File: src/rtl/issue_stage.sv
// issue_stage: busy-scoreboarded issue with writeback bypass feeding one output register.
// Optional macro ISSUE_STALL_COUNTER_EN adds the stall_cycles counter port.
package issue_pkg;
  typedef struct packed {
    logic [6:0]  op;
    logic        rd_en;
    logic [4:0]  rd_addr;
    logic [4:0]  rs1_addr;
    logic [4:0]  rs2_addr;
    logic [31:0] imm;
  } MicroCode;
endpackage

module issue_stage
  import issue_pkg::*;
#(
  parameter int NUM_REGS = 32,
  parameter int XLEN     = 32
) (
  input  logic            clk,
  input  logic            rst,
  input  logic            dec_valid,
  output logic            dec_ready,
  input  MicroCode        dec_mc,
  output logic [4:0]      rf_rs1_addr,
  input  logic [XLEN-1:0] rf_rs1_data,
  output logic [4:0]      rf_rs2_addr,
  input  logic [XLEN-1:0] rf_rs2_data,
  input  logic            wb_en,
  input  logic [4:0]      wb_addr,
  input  logic [XLEN-1:0] wb_data,
  output logic            exe_valid,
  input  logic            exe_ready,
  output MicroCode        exe_mc,
  output logic [XLEN-1:0] exe_rs1_data,
  output logic [XLEN-1:0] exe_rs2_data,
  input  logic            flush
`ifdef ISSUE_STALL_COUNTER_EN
  ,
  output logic [31:0]     stall_cycles
`endif
);

  typedef enum logic {EMPTY = 1'b0, FULL = 1'b1} state_t;

  state_t                state_reg, state_next;
  logic [NUM_REGS-1:0]   busy_reg, busy_next;
  logic [NUM_REGS-1:0]   eff_busy;
  MicroCode              exe_mc_reg;
  logic [XLEN-1:0]       rs1_data_reg, rs2_data_reg;
  logic [XLEN-1:0]       rs1_data_next, rs2_data_next;
  logic                  hazard, free, issue;

  assign rf_rs1_addr = dec_mc.rs1_addr;
  assign rf_rs2_addr = dec_mc.rs2_addr;

  // A register being written back this cycle is already safe to read.
  assign eff_busy[0] = 1'b0;
  assign busy_next[0] = 1'b0;
  generate
    for (genvar gi = 1; gi < NUM_REGS; gi++) begin : g_busy
      logic set_bit, wb_clr, flush_clr;
      assign eff_busy[gi] = busy_reg[gi] && !(wb_en && wb_addr == 5'(gi));
      assign set_bit   = issue && dec_mc.rd_en && dec_mc.rd_addr == 5'(gi);
      assign wb_clr    = wb_en && wb_addr == 5'(gi);
      assign flush_clr = flush && state_reg == FULL && exe_mc_reg.rd_en &&
                         exe_mc_reg.rd_addr == 5'(gi);
      assign busy_next[gi] = set_bit || (busy_reg[gi] && !wb_clr && !flush_clr);
    end
  endgenerate

  assign hazard = eff_busy[dec_mc.rs1_addr] || eff_busy[dec_mc.rs2_addr] ||
                  (dec_mc.rd_en && eff_busy[dec_mc.rd_addr]);
  assign free      = (state_reg == EMPTY) || exe_ready;
  assign dec_ready = !rst && free && !hazard && !flush;
  assign issue     = dec_valid && dec_ready;

  // x0 reads as zero; otherwise the same-cycle writeback overrides the stale file value.
  assign rs1_data_next = (dec_mc.rs1_addr == 5'd0) ? '0 :
                         (wb_en && wb_addr == dec_mc.rs1_addr) ? wb_data : rf_rs1_data;
  assign rs2_data_next = (dec_mc.rs2_addr == 5'd0) ? '0 :
                         (wb_en && wb_addr == dec_mc.rs2_addr) ? wb_data : rf_rs2_data;

  always_comb begin
    state_next = state_reg;
    if (flush)
      state_next = EMPTY;
    else if (issue)
      state_next = FULL;
    else if (state_reg == FULL && exe_ready)
      state_next = EMPTY;
  end

  always_ff @(posedge clk or posedge rst) begin
    if (rst) begin
      state_reg    <= EMPTY;
      busy_reg     <= '0;
      exe_mc_reg   <= '0;
      rs1_data_reg <= '0;
      rs2_data_reg <= '0;
    end else begin
      state_reg <= state_next;
      busy_reg  <= busy_next;
      if (issue) begin
        exe_mc_reg   <= dec_mc;
        rs1_data_reg <= rs1_data_next;
        rs2_data_reg <= rs2_data_next;
      end
    end
  end

  assign exe_valid    = (state_reg == FULL);
  assign exe_mc       = exe_mc_reg;
  assign exe_rs1_data = rs1_data_reg;
  assign exe_rs2_data = rs2_data_reg;

`ifdef ISSUE_STALL_COUNTER_EN
  logic [31:0] stall_cycles_reg;
  always_ff @(posedge clk or posedge rst) begin
    if (rst)
      stall_cycles_reg <= '0;
    else if (dec_valid && !dec_ready && !flush)
      stall_cycles_reg <= stall_cycles_reg + 32'd1;
  end
  assign stall_cycles = stall_cycles_reg;
`endif

endmodule

File: config.mk
export PLATFORM = sky130hd
export DESIGN_NAME = issue_stage
export DESIGN_NICKNAME = d
export VERILOG_FILES = /design/src/rtl/issue_stage.sv
export SDC_FILE = /design/constraint.sdc
export NUM_CORES = 1
export LEC_CHECK = 0
export CORE_MARGIN = 2
export CORE_UTILIZATION = 46
export DETAILED_ROUTE_END_ITERATION = 10
export HOLD_SLACK_MARGIN = 0.15
export PLACE_DENSITY = 0.81
export SLEW_MARGIN = 20
export SYNTH_ARGS = -nofsm -noshare
export SYNTH_HDL_FRONTEND = slang
export SYNTH_SLANG_ARGS = --single-unit
File: constraint.sdc
create_clock -name clk -period 6.3 [get_ports clk]
set_input_delay 1.26 -clock clk [delete_from_list [all_inputs] [get_ports clk]]
set_output_delay 1.26 -clock clk [all_outputs]
set_load 0.05 [all_outputs]
==> key figures <==
Placed design
  – Dpl hpwl: 21100 um
  – DP Cell Count: 1273
  – I/O Buffers: 292
  – Placed cell area: 11500 um^2
  – Final Wtd Congestion: 0.965
  – DP Worst Slack: 0.701 ns

Drt
  – DRT iter0 DRCs: 530
  – Via/cell ratio: 5.77
  – Initial DRT Pass Iterations: 11
  – Final ANT Viol Nets: 0
  – DRC Markers: 12
  – Wire per inst: 22.3 um
  – DRT Wirelength: 29100 um
  – Via count: 7536

Job
  – Max-cap check violation count: 0

Layout
  – Share of post-route cells with drive strength above 1: 12.5%
  – Layout Cells excl Fill: 1305
  – # diodes: 0
  – Most frequent cells in the layout: clkdlybuf4s50_1, dfrtp_1, nor2_1
  – Area delta synth->final: 42.3%
  – Most common cell after layout, fill and taps aside: clkdlybuf4s50_1
  – # nets final: 1225
  – Post-route cell area: 12100 um^2
  – Largest register FFs: 55

STA
  – Worst Skew: 0.0154 ns
  – Relative slew slack: 26.6%
  – Worst-Margin Slew: 1.10 ns
  – Minimum clock period: 5.66 ns
  – Fmax: 177 MHz
  – RSZ-0062 raised after global routing: false
  – Period Utilization, post-route: 89.8%
  – TNS Setup: 0 ns
  – Final setup vio count: 0
  – Pins Over Slew Limit: 0
  – Setup WS post-layout: 0.642 ns
  – Final hold violation count: 0

Setup path
  – Kind of critical path: input port to output port
  – Element type at the critical path start: input port
  – Crit end category: output port
  – Worst Path Arrival: 4.40 ns
  – CP Max Fanout: 12
  – Critical Path RT: 5.04 ns

Die
  – Initial core utilization: 47.1%
  – Height of the die: 140 um
  – Top-Level Pins: 293
  – Row count: 49
  – Core footprint: 18100 um^2
  – Die area: 19600 um^2
  – Die W: 140 um

GRT
  – Global-route wire length before repair: 45300 um
  – Vias in the first global route: 7951
  – Antenna violations before repair: 0
  – Largest net degree at the start of global routing: 118
  – Overflow left after global routing: 0
  – Gr usage total: 29.8%

Clock tree
  – Clock buffer depth: 2
  – H-tree levels: 4
  – # clock sinks: 151
  – Worst-Skew Late Latency: 0.43 ns
  – CTS resizes: 0
  – Num CTS Buffers: 17
  – Post-CTS Setup Inserts: 0
  – Hold bufs inserted after CTS: 0
  – Clk slew on worst S/H paths: 0.06 ns
  – Root Buffer: clkbuf_16
  – CTS tree: built

Synthesis
  – Leading area contributor after synthesis: dfrtp_1
  – Most used DFF post-synth: dfrtp_1
  – Synth unique cells: 56
  – Avg Inst Size Synth: 10.6 um^2
  – Post-synth ARST share: 100%
  – Largest cells by area after synthesis: dfrtp_1, mux2_2, mux2i_1
  – Post-Syn Area: 8520 um^2
  – Yosys warns: 0
  – Gate Count Post-Synth: 806
  – Synth Register Bits: 151
  – Number of synthesized flops with an enable pin: 0
  – Syn nets: 968
  – Post-synth top area share: 44.3%
  – Sequential area share after synthesis: 44.3%

Status
  – Status: complete, but fails checks
  – Failing checks: design-rule violations

Pwr
  – Maximum vdd drop: 0.272 mV
  – Power per Cell Area: 358 nW/um^2
  – Total power: 4.35 mW
  – Static Leak: 4.75 nW

Worst hold path
  – HP Class: register to register
==> metrics by stage <==
step,util [%],hold slack [ns]
after floorplan,-,0.529
after global placement,63.9,0.466
after detailed placement,63.9,0.475
after CTS,67.1,0.490
after global routing,67.1,0.503
final,67.1,0.483
==> final timing paths <==
check                                  start         endpoint  slack, ns  depth (start not counted)
worst max-delay path              wb_addr[0]        dec_ready       0.64                          9
worst min-delay path              exe_mc[40]       exe_mc[40]       0.48                          1
worst max register to register  busy_reg[25]  exe_rs2_data[3]       3.07                          8
worst min register to register    exe_mc[40]       exe_mc[40]       0.48                          1
max in group asynchronous                rst       exe_mc[42]       3.87                          3
min in group asynchronous                rst     busy_reg[14]       1.40                          2
==> cells in the mapped netlist (all sizes together), types with 2 or more instances <==
cell and instances:
nand4bb 3, inv 6, clkinv 2, buf 40
or2 3, o21a 4, mux2 123, nand2 26
mux4 6, o31ai 2, nand4 5, nor4 2
mux2i 73, nand3 13, clkbuf 29, a211oi 3
o2bb2ai 26, nor4bb 2, a21o 3, o21ai 40
o2111ai 7, or4b 2, and3 2, o311ai 4
nand4b 4, dfrtp 151, nor2 139, o311a 2
o211ai 12, xnor2 4, a21oi 4, nor2b 10
nand2b 10, nor3 13, or3 5, o22ai 4
xor2 8, a21bo 4
==> final cells by class <==
class	instances	area (um^2)
sequential	151	3780
timing repair buffer	307	3070
fill	1430	5950
clock inverter	15	156
clock buffer	17	425
multi-input combinational	578	4380
inverter	8	37.5
tap	229	287
==> where the power goes <==
group	internal, mW	switching [mW]
Sequential	1.22	0.151
Combinational	0.700	1.26
Clock	0.531	0.493
Total	2.45	1.90
==> routing by layer <==
metal | vias to the layer above | wire length (um) | global-route usage, %
met1 | 3691 | 11600 | 37.0
met3 | 55 | 2390 | 8.65
met2 | 383 | 14400 | 50.2
met4 | 0 | 737 | 9.68
met5 | - | 0 | 0
li1 | 3407 | - | -
==> worst max-delay path, cell delays in order <==
cell and delay, ns:
clkdlybuf4s50_1 0.67, nand2b_1 0.41, o21ai_1 0.35, o21ai_0 0.11, o211a_1 0.24, a2111oi_0 0.42
o2111ai_1 0.27, nor3_1 0.47, buf_12 0.20
==> cell families after synthesis <==
logic type                after synthesis  synth area share, %
and+or+nand+nor                       244                 13.5
DFF                                   151                 44.3
muxes                                 202                 26.4
buffers and inverters                  77                 4.46
AOI/OAI and AO/OA                     120                 10.0
xor gates and xnor gates               12                 1.23
No activity file was read; power rests on OpenSTA's default activity.
